**src/rtl/packet_scheduler_if.sv**
```systemverilog
// Slot request / packet decision bus between assembler and scheduler.
// The assembler is the master: it opens slots and consumes decisions.
interface packet_scheduler_if;
    logic       packet_slot;
    logic       packet_valid;
    logic [7:0] packet_type;
    logic       audio_pop;

    modport master (
        output packet_slot,
        input  packet_valid,
        input  packet_type,
        input  audio_pop
    );

    modport slave (
        input  packet_slot,
        output packet_valid,
        output packet_type,
        output audio_pop
    );
endinterface

```
**src/rtl/packet_scheduler.sv**
```systemverilog
// Per-slot HDMI data-island packet arbiter in the pixel clock domain.
// Priority: ACR, overdue InfoFrames, audio, then AVI/AIF/SPD, else null.
module packet_scheduler #(
    parameter int AUDIO_SAMPLES_PER_PACKET = 4,
    parameter int AUDIO_LEVEL_WIDTH        = 5,
    parameter int INFOFRAME_MAX_WAIT       = 8
) (
    input  logic                         clk_pixel,
    input  logic                         reset,
    input  logic                         clk_audio_counter_wrap,
    input  logic                         frame_start,
    input  logic [AUDIO_LEVEL_WIDTH-1:0] audio_fifo_level,
    packet_scheduler_if.slave            pkt,
    output logic                         acr_overrun
);

    localparam int CW = $clog2(INFOFRAME_MAX_WAIT + 1);
    localparam logic [CW-1:0] MAXW = CW'(INFOFRAME_MAX_WAIT);
    localparam logic [AUDIO_LEVEL_WIDTH-1:0] AUD_MIN =
        AUDIO_LEVEL_WIDTH'(AUDIO_SAMPLES_PER_PACKET);

    localparam logic [7:0] T_NULL = 8'h00;
    localparam logic [7:0] T_ACR  = 8'h01;
    localparam logic [7:0] T_AUD  = 8'h02;
    localparam logic [7:0] T_AVI  = 8'h82;
    localparam logic [7:0] T_AIF  = 8'h84;
    localparam logic [7:0] T_SPD  = 8'h83;

    logic          wrap_q;
    logic          acr_pend;
    logic [2:0]    if_pend;
    logic [CW-1:0] if_cnt [3];

    logic       acr_evt;
    logic       acr_req;
    logic       aud_ok;
    logic [2:0] urgent;
    logic [7:0] sel_type;
    logic       take_acr;
    logic       take_aud;
    logic [2:0] take_if;

    always_comb begin
        acr_evt  = clk_audio_counter_wrap != wrap_q;
        acr_req  = acr_pend | acr_evt;
        aud_ok   = audio_fifo_level >= AUD_MIN;
        for (int i = 0; i < 3; i++)
            urgent[i] = if_pend[i] && (if_cnt[i] == MAXW);
        sel_type = T_NULL;
        take_acr = 1'b0;
        take_aud = 1'b0;
        take_if  = 3'b000;
        // InfoFrame index: 0 = AVI, 1 = AIF, 2 = SPD
        if (acr_req) begin
            take_acr = 1'b1;
            sel_type = T_ACR;
        end else if (urgent[0]) begin
            take_if  = 3'b001;
            sel_type = T_AVI;
        end else if (urgent[1]) begin
            take_if  = 3'b010;
            sel_type = T_AIF;
        end else if (urgent[2]) begin
            take_if  = 3'b100;
            sel_type = T_SPD;
        end else if (aud_ok) begin
            take_aud = 1'b1;
            sel_type = T_AUD;
        end else if (if_pend[0]) begin
            take_if  = 3'b001;
            sel_type = T_AVI;
        end else if (if_pend[1]) begin
            take_if  = 3'b010;
            sel_type = T_AIF;
        end else if (if_pend[2]) begin
            take_if  = 3'b100;
            sel_type = T_SPD;
        end
    end

    always_ff @(posedge clk_pixel) begin
        if (reset) begin
            wrap_q           <= clk_audio_counter_wrap;
            acr_pend         <= 1'b0;
            acr_overrun      <= 1'b0;
            if_pend          <= 3'b000;
            for (int i = 0; i < 3; i++)
                if_cnt[i] <= '0;
            pkt.packet_valid <= 1'b0;
            pkt.packet_type  <= T_NULL;
            pkt.audio_pop    <= 1'b0;
        end else begin
            wrap_q           <= clk_audio_counter_wrap;
            pkt.packet_valid <= pkt.packet_slot;
            pkt.audio_pop    <= pkt.packet_slot & take_aud;
            if (pkt.packet_slot)
                pkt.packet_type <= sel_type;

            // A same-cycle event either refills a consumed flag or is itself consumed
            if (pkt.packet_slot && take_acr)
                acr_pend <= acr_pend & acr_evt;
            else
                acr_pend <= acr_req;

            if (acr_evt && acr_pend && !(pkt.packet_slot && take_acr))
                acr_overrun <= 1'b1;

            for (int i = 0; i < 3; i++) begin
                if (frame_start) begin
                    if_pend[i] <= 1'b1;
                    if_cnt[i]  <= '0;
                end else if (pkt.packet_slot) begin
                    if (take_if[i]) begin
                        if_pend[i] <= 1'b0;
                        if_cnt[i]  <= '0;
                    end else if (if_pend[i] && if_cnt[i] != MAXW) begin
                        if_cnt[i] <= if_cnt[i] + 1'b1;
                    end
                end
            end
        end
    end

endmodule

```
**src/flat_wrapper.sv**
```systemverilog
// flat-port wrapper written by rule: the top's interface ports become plain ports
module packet_scheduler_flat 
#(
    parameter int AUDIO_SAMPLES_PER_PACKET = 4,
    parameter int AUDIO_LEVEL_WIDTH        = 5,
    parameter int INFOFRAME_MAX_WAIT       = 8
)
  (clk_pixel, reset, clk_audio_counter_wrap, frame_start, audio_fifo_level, acr_overrun, pkt_packet_slot, pkt_packet_valid, pkt_packet_type, pkt_audio_pop);
  packet_scheduler_if pkt_i ();
  input  logic clk_pixel;
  input  logic reset;
  input  logic clk_audio_counter_wrap;
  input  logic frame_start;
  input  logic [AUDIO_LEVEL_WIDTH-1:0] audio_fifo_level;
  output logic acr_overrun;
  input wire logic [$bits(pkt_i.packet_slot)-1:0] pkt_packet_slot;
  output wire logic [$bits(pkt_i.packet_valid)-1:0] pkt_packet_valid;
  output wire logic [$bits(pkt_i.packet_type)-1:0] pkt_packet_type;
  output wire logic [$bits(pkt_i.audio_pop)-1:0] pkt_audio_pop;
  assign pkt_i.packet_slot = pkt_packet_slot;
  assign pkt_packet_valid = pkt_i.packet_valid;
  assign pkt_packet_type = pkt_i.packet_type;
  assign pkt_audio_pop = pkt_i.audio_pop;
  packet_scheduler #(.AUDIO_SAMPLES_PER_PACKET(AUDIO_SAMPLES_PER_PACKET), .AUDIO_LEVEL_WIDTH(AUDIO_LEVEL_WIDTH), .INFOFRAME_MAX_WAIT(INFOFRAME_MAX_WAIT)) u_core (.clk_pixel(clk_pixel), .reset(reset), .clk_audio_counter_wrap(clk_audio_counter_wrap), .frame_start(frame_start), .audio_fifo_level(audio_fifo_level), .pkt(pkt_i), .acr_overrun(acr_overrun));
endmodule
```
**config.mk**
```make
export PLATFORM = sky130hd
export DESIGN_NAME = packet_scheduler_flat
export DESIGN_NICKNAME = d
export VERILOG_FILES = /design/src/rtl/packet_scheduler_if.sv /design/src/rtl/packet_scheduler.sv /design/src/flat_wrapper.sv
export SDC_FILE = /design/constraint.sdc
export NUM_CORES = 1
export LEC_CHECK = 0
export CAP_MARGIN = 20
export CORE_MARGIN = 1.5
export CORE_UTILIZATION = 40
export DETAILED_ROUTE_END_ITERATION = 10
export GPL_TIMING_DRIVEN = 0
export HOLD_SLACK_MARGIN = 0.15
export PLACE_DENSITY = 0.76
export SYNTH_ARGS = -nofsm -noshare
export SYNTH_HDL_FRONTEND = slang
export SYNTH_SLANG_ARGS = --single-unit
```
**constraint.sdc**
```tcl
create_clock -name clk_pixel -period 1.7 [get_ports clk_pixel]
set_input_delay 0.255 -clock clk_pixel [delete_from_list [all_inputs] [get_ports clk_pixel]]
set_output_delay 0.255 -clock clk_pixel [all_outputs]
set_load 0.03 [all_outputs]
```
==> impl_metrics.yaml <==
synth:
  netlist_area_um2: 1334
  synth-seq-cells: 24
  yosysTopAreaCell: "edfxtp_1"
  synth_top_cells_by_area: "edfxtp_1 (27%), dfxtp_1 (18%), ha_1 (5.6%)"
  synth_ff_type: "edfxtp_1"
  synth_top_area_share_pct: 27.02
  ys_seq_area_share_pct: 45.03
  async_flop_share_pct: 0
  syn_inst: 132
  ys_warn_count: 0
  syn_area_per_cell_um2: 10.10
  synth_cell_types: 42
  synth-edff-count: 12
pwr:
  peakVddDrop_mv: 0.6143
  finalPower_mw: 1.196
  p_leak_nw: 0.6792
  power_density_nw_per_um2: 705.1
worst_setup_path:
  r2r_slack_ns: 0.01
  r2r_end: "u_core.if_cnt[2][3]$_SDFFCE_PN0P_"
  reg2reg_depth: 6
  crit_end: "u_core.if_cnt[2][3]$_SDFFCE_PN0P_"
  crit_path_end_kind: "flip-flop"
  worstSetupStartpoint: "u_core.if_cnt[2][0]$_SDFFCE_PN0P_"
  crit_type: "reg2reg"
  cp.arrival_ns: 1.73
  critical_path.startpoint_type: "flip-flop"
  cp.required_ns: 1.75
  timing.rr.start: "u_core.if_cnt[2][0]$_SDFFCE_PN0P_"
  critPathMaxFanout: 4
timing:
  setup_viol: 0
  hold_viol: 0
  period_needed_ns: 1.687
  finalWorstSetupSlack_ns: 0.01292
  slew_headroom_pct: 63.70
  rsz0062_at_grt: "true"
  max_freq_mhz: 592.7
  worstMarginPinSlew_ns: 0.5376
  timing.final.crit_share_pct: 99.24
  fin_worst_skew_ns: 0.009469
  drv_slew: 0
clocking:
  clk_latency_ns: 0.31
  cts.hold.buffers_added: 0
  cts.clk_slew.worst_paths_ns: 0.13
  cts_tree: "built"
  cts-htree-levels: 1
  clock-root-buffer: "clkbuf_4"
  cts.sinks: 24
  cts_max_path_buffers: 2
  cts-buffers-inserted: 3
routing:
  drt_first_pass_iters: 4
  drt_wl_total_um: 2634
  ant_nets: 0
  drcViolationCount: 0
  drt-initial-drc-count: 42
  routedWlPerCell_um: 12.72
  via_per_inst: 5.159
  route.vias.total: 1068
run:
  drv_cap: 0
layout:
  n_antenna_cell: 0
  final_cell_mix: "buf_4 (15), nor2_1 (14), inv_1 (13)"
  finalNetCount: 180
  multi_input_area_um2: 694.4
  fillCellCount: 297
  final_common_cell: "buf_4"
  syn_to_final_growth_pct: 27.20
  drive_gt1_share_pct: 26.99
  regArea_um2: 600.6
floorplan:
  core_um2: 3103
  io_pins: 21
  die_w_um: 60.75
  dieArea_um2: 3690
  initial_core_util_pct: 42.98
  rows: 20
  die_h_um: 60.75
global_routing:
  grt_max_degree: 14
  antenna_found_initial: 0
  grtUsageMet1_pct: 21.59
  first_global_vias: 1067
  gr-usage-met3_pct: 3.838
  overflow: 0
  grt_usage_pct: 16.23
  busiest_layer: "met2"
  grt_first_pass_wirelength_um: 4581
  met2_usage_pct: 27.34
worst_hold_path:
  hp-class: "in2reg"
  holdPathStages: 2
place:
  dp_hpwl_um: 1919
  port_buffers: 13
  gp_congestion: 0.8193
  dp_slack_ns: -0.4048
outcome:
  status: "complete, no violations"
[layout make-up]
| type | instances | area share, % |
|---|---|---|
| Tap cell | 44 | 3.245 |
| Clock buffer | 4 | 2.139 |
| Sequential cell | 24 | 35.40 |
| Inverter | 13 | 2.876 |
| Multi-Input combinational cell | 92 | 40.93 |
| Buffer | 6 | 2.729 |
| Timing Repair Buffer | 24 | 12.68 |
[report_power, final]
group / leakage [nW] / internal, mW / switching [mW]
sequential: 0.234 / 0.640 / 0.0299
combinational: 0.425 / 0.0999 / 0.131
clock: 0.0210 / 0.131 / 0.166
total: 0.679 / 0.870 / 0.326
[worst max-delay path, stage by stage (launching register included)]
cell and delay (ns):
edfxtp_1 0.38, inv_1 0.05, ha_2 0.19, and4b_4 0.21
a31o_4 0.23, a31o_4 0.26, nand3_4 0.10
[per-stage QoR]
stage,cells,utilization (%),TNS (ns),area (µm²),hold WS [ns]
after floorplan,135,-,0,1358,0.2827
after global placement,192,49.72,-4.683,1543,0.4574
after detailed placement,192,49.72,-5.647,1543,0.4602
after CTS,204,53.27,0,1653,0.2565
after global routing,207,54.68,-0.7627,1697,0.2457
final,207,54.68,0,1697,0.2646
[cells in the mapped netlist (all sizes together), types with 2 or more instances]
cell	count
nor4	2
dfxtp	12
o32ai	2
a21oi	3
nand2	10
xnor2	3
ha	6
nand3b	2
xor2	4
a31o	2
edfxtp	12
nor2	20
inv	13
o21ai	2
nand3	6
nand4b	3
a21boi	3
buf	6
nor3	3
a211oi	3
o211ai	2
and4b	2
[how the worst min path moves through the flow]
stage | from | to | slack, ns
5_1_grt | pkt_packet_slot | u_core.pkt.packet_type[1]$_SDFFE_PP0P_ | 0.25
3_5_place_dp | u_core.pkt.packet_type[7]$_SDFFE_PP0P_ | u_core.pkt.packet_type[7]$_SDFFE_PP0P_ | 0.46
2_1_floorplan | clk_audio_counter_wrap | u_core.wrap_q$_DFF_P_ | 0.28
4_1_cts | pkt_packet_slot | u_core.pkt.packet_type[1]$_SDFFE_PP0P_ | 0.26
6_report | pkt_packet_slot | u_core.pkt.packet_type[1]$_SDFFE_PP0P_ | 0.26
3_3_place_gp | u_core.pkt.packet_type[7]$_SDFFE_PP0P_ | u_core.pkt.packet_type[7]$_SDFFE_PP0P_ | 0.46
[sequential cells by signal (all words and copies together), names as in the netlist]
signal and count:
u_core.acr_overrun 1, u_core.pkt.audio_pop 1, u_core.pkt.packet_valid 1, u_core.if_cnt 12
u_core.wrap_q 1, u_core.if_pend 3, u_core.acr_pend 1, u_core.pkt.packet_type 4
[repair_timing]
item / 4_1_cts / 5_1_grt
buffers inserted: 8 / 3
endpoints found under the setup margin: 8 / 17
gates resized for setup: 3 / 6
pin swaps: 1 / 5
hold endpoints to repair: 0 / 0
[layer usage]
layer,vias up,part of all wire (%)
li1,526,-
met5,-,0
met2,34,48
met1,506,45
met4,0,0.65
met3,2,5.8
[cells by family (layout without fill, tap and decap cells)]
group,Yosys count,in the layout,synth area share (%)
other cells,1,4,0.2812
flops,24,24,45.03
fa+ha+maj,6,6,5.628
buf+inv,19,47,7.129
compound gates,22,22,13.98
simple gates,53,53,23.36
xor+xnor,7,7,4.597
Note: power is estimated with default switching activity, not from simulation.
